File: config.mk
export PLATFORM = sky130hd
export DESIGN_NAME = creator_clk_gen
export DESIGN_NICKNAME = d
export VERILOG_FILES = /design/src/rtl/creator_clk_pkg.sv /design/src/rtl/creator_clk_ch.sv /design/src/rtl/creator_clk_gen.sv
export SDC_FILE = /design/constraint.sdc
export NUM_CORES = 1
export LEC_CHECK = 0
export CORE_UTILIZATION = 50
export CTS_CLUSTER_SIZE = 20
export DETAILED_ROUTE_END_ITERATION = 6
export PLACE_DENSITY = 0.79
export SYNTH_ARGS = -nofsm -noshare
export SYNTH_HDL_FRONTEND = slang
export SYNTH_HIERARCHICAL = 1
export SYNTH_SLANG_ARGS = --single-unit
export TNS_END_PERCENT = 10
File: constraint.sdc
create_clock -name clk -period 6.7 [get_ports clk]
set_clock_uncertainty 0.2 [all_clocks]
set_input_delay 1.34 -clock clk [delete_from_list [all_inputs] [get_ports clk]]
set_output_delay 1.34 -clock clk [all_outputs]
set_load 0.01 [all_outputs]
File: src/rtl/creator_clk_pkg.sv
// Shared types for the clock-enable generator.
// Sequencer encoding is visible through the status readback.
package creator_clk_pkg;

  localparam int SEQ_STATE_W = 2;

  typedef enum logic [SEQ_STATE_W-1:0] {
    S_RESET     = 2'd0,
    S_WAIT_LOCK = 2'd1,
    S_HOLD      = 2'd2,
    S_RUN       = 2'd3
  } seq_state_t;

endpackage

File: src/rtl/creator_clk_ch.sv
// One programmable-divide strobe channel.
// Period is D+1 cycles; new divisors only land on a wrap.
module creator_clk_ch #(
  parameter int DIV_W = 16
) (
  input  logic             clk,
  input  logic             rst,
  input  logic             run,
  input  logic             we,
  input  logic [DIV_W-1:0] data,
  output logic             tick,
  output logic             tick_n,
  output logic             sq
);

  localparam int CW = DIV_W + 1;

  logic [DIV_W-1:0] shadow;
  logic [DIV_W-1:0] active;
  logic [DIV_W-1:0] shadow_nxt;
  logic [CW-1:0]    cnt;
  logic [CW-1:0]    p;
  logic [CW-1:0]    last;
  logic [CW-1:0]    half_m1;
  logic [CW-1:0]    sq_lim;
  logic             wrap;

  // Period arithmetic is one bit wider so D = all-ones cannot overflow.
  always_comb begin
    shadow_nxt = we ? data : shadow;
    p          = {1'b0, active} + CW'(1);
    last       = {1'b0, active};
    half_m1    = (p >> 1) - CW'(1);
    sq_lim     = (p + CW'(1)) >> 1;
    wrap       = (cnt == last);
  end

  // Counter, divisor reload and registered strobes.
  always_ff @(posedge clk) begin
    if (rst) begin
      shadow <= '0;
      active <= '0;
      cnt    <= '0;
      tick   <= 1'b0;
      tick_n <= 1'b0;
      sq     <= 1'b0;
    end else begin
      shadow <= shadow_nxt;
      if (!run) begin
        active <= shadow_nxt;
        cnt    <= '0;
        tick   <= 1'b0;
        tick_n <= 1'b0;
        sq     <= 1'b0;
      end else begin
        if (wrap) begin
          active <= shadow_nxt;
          cnt    <= '0;
        end else begin
          cnt <= cnt + CW'(1);
        end
        tick   <= wrap;
        tick_n <= (active == '0) ? wrap : (cnt == half_m1);
        sq     <= (cnt < sq_lim);
      end
    end
  end

endmodule

File: src/rtl/creator_clk_gen.sv
// Clock-enable generator with DCM-lock reset sequencer.
// Channels only run once lock has been stable for the hold time.
module creator_clk_gen
  import creator_clk_pkg::*;
#(
  parameter int N_CH        = 4,
  parameter int DIV_W       = 16,
  parameter int HOLD_W      = 10,
  parameter int SYNC_STAGES = 2,
  localparam int SEL_W      = (N_CH > 1) ? $clog2(N_CH) : 1
) (
  input  logic                   clk,
  input  logic                   rst,
  input  logic                   dcm_locked,
  input  logic                   div_we,
  input  logic [SEL_W-1:0]       div_sel,
  input  logic [DIV_W-1:0]       div_data,
  input  logic [N_CH-1:0]        ch_en,
  output logic [N_CH-1:0]        tick,
  output logic [N_CH-1:0]        tick_n,
  output logic [N_CH-1:0]        sq,
  output logic                   sys_rst,
  output logic [SEQ_STATE_W-1:0] seq_state
);

  logic [SYNC_STAGES-1:0] sync;
  logic                   locked_s;
  seq_state_t             state;
  logic [HOLD_W-1:0]      hold;
  logic                   run_all;

  assign locked_s  = sync[SYNC_STAGES-1];
  assign seq_state = state;

  // Gating on locked_s too lets channels drop with sys_rst on lock loss.
  assign run_all = (state == S_RUN) && locked_s;

  // Bring the asynchronous DCM lock into the clk domain.
  always_ff @(posedge clk) begin
    if (rst) sync <= '0;
    else     sync <= {sync[SYNC_STAGES-2:0], dcm_locked};
  end

  // Reset sequencer; sys_rst follows the state being entered.
  always_ff @(posedge clk) begin
    if (rst) begin
      state   <= S_RESET;
      hold    <= '0;
      sys_rst <= 1'b1;
    end else begin
      unique case (state)
        S_RESET: begin
          state   <= S_WAIT_LOCK;
          hold    <= '0;
          sys_rst <= 1'b1;
        end
        S_WAIT_LOCK: begin
          hold    <= '0;
          sys_rst <= 1'b1;
          if (locked_s) state <= S_HOLD;
        end
        S_HOLD: begin
          sys_rst <= 1'b1;
          if (!locked_s) begin
            state <= S_WAIT_LOCK;
            hold  <= '0;
          end else if (&hold) begin
            state   <= S_RUN;
            sys_rst <= 1'b0;
          end else begin
            hold <= hold + HOLD_W'(1);
          end
        end
        S_RUN: begin
          if (!locked_s) begin
            state   <= S_WAIT_LOCK;
            sys_rst <= 1'b1;
          end else begin
            sys_rst <= 1'b0;
          end
        end
        default: begin
          state   <= S_RESET;
          hold    <= '0;
          sys_rst <= 1'b1;
        end
      endcase
    end
  end

  for (genvar i = 0; i < N_CH; i++) begin : g_ch
    logic ch_we;
    assign ch_we = div_we && (32'(div_sel) == i);

    creator_clk_ch #(
      .DIV_W (DIV_W)
    ) u_ch (
      .clk    (clk),
      .rst    (rst),
      .run    (run_all && ch_en[i]),
      .we     (ch_we),
      .data   (div_data),
      .tick   (tick[i]),
      .tick_n (tick_n[i]),
      .sq     (sq[i])
    );
  end

endmodule
==> metrics.md <==
| Metric | Value |
|---|---|
| Outcome | completed |
| Number of remaining DRC errors | 0 |
| Sw frac | 0.267 |
| Worst reg2reg endpoint | g_ch[0].u_ch/sq$_SDFF_PP0_ |
| Cts hold-fix bufs | 0 |
| Ports | 41 |
| Max-Cap Viols | 0 |
| R2R setup slack | 1.83 ns |
| Comb pwr share | 0.139 |
| Num rows | 66 |
| Arrival time of the worst setup path | 5.12 ns |
| Core area | 32600 um2 |
| Synth Area in Adders | 0.0708 |
| Top_reg_cell synth | dfxtp_1 |
| WL/cell | 17.4 um |
| Number of vias in the routed layout | 13.6k |
| CP startpoint kind | flip-flop |
| Power Density | 179 nW/um2 |
| WS Path Type | flip-flop to flip-flop |
| Synth Cell Area | 16600 um2 |
| DRT iter0 DRCs | 931 |
| Layout Area Growth over Synthesis | 6.30% |
| Clk_lat worst skew | 0.53 ns |
| Largest net degree at the start of global routing | 41 |
| Port Buffers | 40 |
| Most common cell after layout, fill and taps aside | dfxtp_1 |
| WHS Endpoint | sync[1]$_SDFF_PP0_ |
| Clk buf depth | 3 |
| Postcts setup bufs | 0 |
| Grt ovf | 0 |
| Switch Pwr | 845 uW |
| Sum of negative setup slack | 0 ns |
| Post-placement cell area | 16900 um2 |
| CTS tree | built |
| Post-Syn Area per Cell | 8.67 um2 |
| Maximum vdd drop | 215 uV |
| Relative slew slack | 0.211 |
| Seq pwr share | 0.443 |
| Post-DP HPWL | 30100 um |
| Multiplexer share of the synthesized area | 0.0482 |
| Compound-gate portion of the synthesized area | 0.134 |
| Fillers | 2920 |
| DRT Pass-1 Iters | 5 |
| Hold Path Class | flip-flop to flip-flop |
| Power Internal | 2320 uW |
| Commonest non-fill, non-tap cells in the layout | dfxtp_1, nor2_1, xnor2_1 |
| Hold path cells | 1 |
| # resized after CTS | 0 |
| Pleak | 0.00658 uW |
| Slew of the pin with the lowest slew margin | 1.18 ns |
| Net Count, Synth | 2036 |
| Nets@finish | 1963 |
| Finished Cell Area | 17700 um2 |
| Die area | 33900 um2 |
| Die X | 184 um |
| Syn Inst Count | 1916 |
| CTS Buf Count | 25 |
| Req. time, crit path | 6.95 ns |
| Chip height | 184 um |
| Number of flops mapped to enable cells by yosys | 0 |
| Setup-failing EPs final | 0 |
| Min Tclk post-route | 4.87 ns |
| H-tree depth | 1 |
| CP endpoint kind | flip-flop |
| Global-route wire length before repair | 65900 um |
| Period utilisation layout | 0.727 |
| Post-DRT Antenna Nets | 0 |
| GRT Total Usage | 0.237 |
| Sequential area share after synthesis | 0.269 |
| Worst Hold Launch | sync[0]$_SDFF_PP0_ |
| Hold Violations, Final | 0 |
| Root Buffer Master | clkbuf_16 |
| Async set-reset flop share out of synthesis | 0 |
| Slew Viols, Final | 0 |
| Crit-path max FO | 11 |
| CTS Sinks | 223 |
| Initial antenna violation count | 1 |
| Simple-Gate Fraction of Synth Area | 0.246 |
| Synth warn | 6 |
| Unrepaired setup endpoints after global routing | no |
| Share of post-route cells with drive strength above 1 | 0.0738 |
| Via/cell ratio | 5.90 |
| Yosys cell types | 96 |
| Final Wtd Congestion | 0.962 |
| Vias in the first global route | 12.9k |
| Maximum clock frequency | 205 MHz |
| Reg-to-Reg Start | g_ch[0].u_ch/active[0]$_SDFFE_PP0P_ |
| Power share of the clock group | 0.418 |
| Clock transition at path regs | 0.06 ns |
| FF+latch count, synth | 223 |
| Xor/xnor share of the synthesized area | 0.179 |
| Largest family of logic cells by synthesized area | simple AND/OR/NAND/NOR gates |
| Initial Util | 0.509 |
| Worst Reg-to-Reg Cells | 16 |
| WL final | 40000 um |
==> synth_stat cells, types with 27 or more instances <==
library cell / n / area [um2]
clkbuf_1: 75 / 282
mux2i_1: 75 / 751
nor2_1: 220 / 826
xor2_1: 130 / 1140
nor3_1: 60 / 300
o21ai_0: 32 / 160
nand2_1: 113 / 424
inv_1: 46 / 173
a21oi_1: 27 / 135
o22a_1: 67 / 587
and3_1: 29 / 181
ha_1: 94 / 1180
nor4_1: 36 / 225
buf_2: 31 / 155
xnor2_1: 162 / 1420
nand3_1: 63 / 315
dfxtp_1: 223 / 4460
nand4_1: 34 / 213
o21a_1: 29 / 218
==> through the flow <==
step	hold WS, ns	total power [uW]	utilization	std cells	setup slack (ns)
floorplan	0.214	1760	-	1916	2.64
global placement	0.225	1850	0.517	2258	2.09
detailed placement	0.226	1860	0.517	2258	1.96
CTS	0.252	3200	0.541	2299	1.95
global route	0.262	3310	0.541	2300	1.55
finish	0.253	3170	0.541	2300	1.83
==> final cells by class <==
class / instances / area [um2] / share of cell area
antenna: 1 / 2.50 / 0.000142
sequential: 223 / 4460 / 0.253
timing repair buffer: 43 / 418 / 0.0237
multi-input combinational: 1503 / 11300 / 0.638
tap: 442 / 553 / 0.0313
inverter: 47 / 176 / 0.0100
clock inverter: 13 / 134 / 0.00758
clock buffer: 28 / 647 / 0.0366
==> how the worst max path moves through the flow <==
stage	startpoint	slack [ns]	to	cells after the start
after global routing	g_ch[3].u_ch/active[0]$_SDFFE_PP0P_	1.55	g_ch[3].u_ch/sq$_SDFF_PP0_	16
final	g_ch[0].u_ch/active[0]$_SDFFE_PP0P_	1.83	g_ch[0].u_ch/sq$_SDFF_PP0_	16
after global placement	g_ch[2].u_ch/active[0]$_SDFFE_PP0P_	2.09	g_ch[2].u_ch/sq$_SDFF_PP0_	16
after CTS	g_ch[3].u_ch/active[0]$_SDFFE_PP0P_	1.95	g_ch[3].u_ch/sq$_SDFF_PP0_	16
after floorplan	g_ch[0].u_ch/active[1]$_SDFFE_PP0P_	2.64	g_ch[0].u_ch/sq$_SDFF_PP0_	16
after detailed placement	g_ch[3].u_ch/active[0]$_SDFFE_PP0P_	1.96	g_ch[3].u_ch/sq$_SDFF_PP0_	16
==> metal layers <==
metal	wire length, um	part of all wire	GRT usage	vias to the layer above
met1	18500	0.46	0.318	6485
met2	18400	0.46	0.389	340
met4	877	0.022	0.0747	0
met5	0	0	0	-
met3	2170	0.054	0.0371	73
li1	-	-	-	6674
==> power groups by stage <==
stage | registers (uW) | logic, uW | clock network (uW)
4_1_cts | 1400 | 434 | 1360
5_1_grt | 1410 | 481 | 1420
2_1_floorplan | 1400 | 361 | 0
6_report | 1400 | 439 | 1320
3_5_place_dp | 1430 | 431 | 0
3_3_place_gp | 1430 | 420 | 0
==> logic make-up after synthesis <==
group                      count (synthesis)
DFF                                      223
muxes                                     78
AOI/OAI and AO/OA                        290
and+or+nand+nor                          730
adders and majority gates                 94
buffers and inverters                    190
xor gates and xnor gates                 311
==> critical path, cell delays in order, from the launching register on <==
cell	delay [ns]
dfxtp_1	0.56
ha_1	0.33
xor2_1	0.32
ha_1	0.21
inv_1	0.05
nor4b_1	0.48
nand2_1	0.12
or4_1	0.50
nor4_1	0.32
xnor2_1	0.18
ha_1	0.26
a21o_1	0.18
a2111oi_0	0.57
nand2_1	0.15
a31oi_1	0.19
a21oi_1	0.06
o31ai_1	0.09
==> registers in the layout (all words and copies together), names as in the netlist <==
name and count:
g_ch.u_ch/cnt 68, g_ch.u_ch/active 64, g_ch.u_ch/shadow 64, hold 10, g_ch.u_ch/sq 4, g_ch.u_ch/tick 4
g_ch.u_ch/tick_n 4, seq_state 2, sync 2, sys_rst 1
Note: power is estimated with default switching activity, not from simulation.
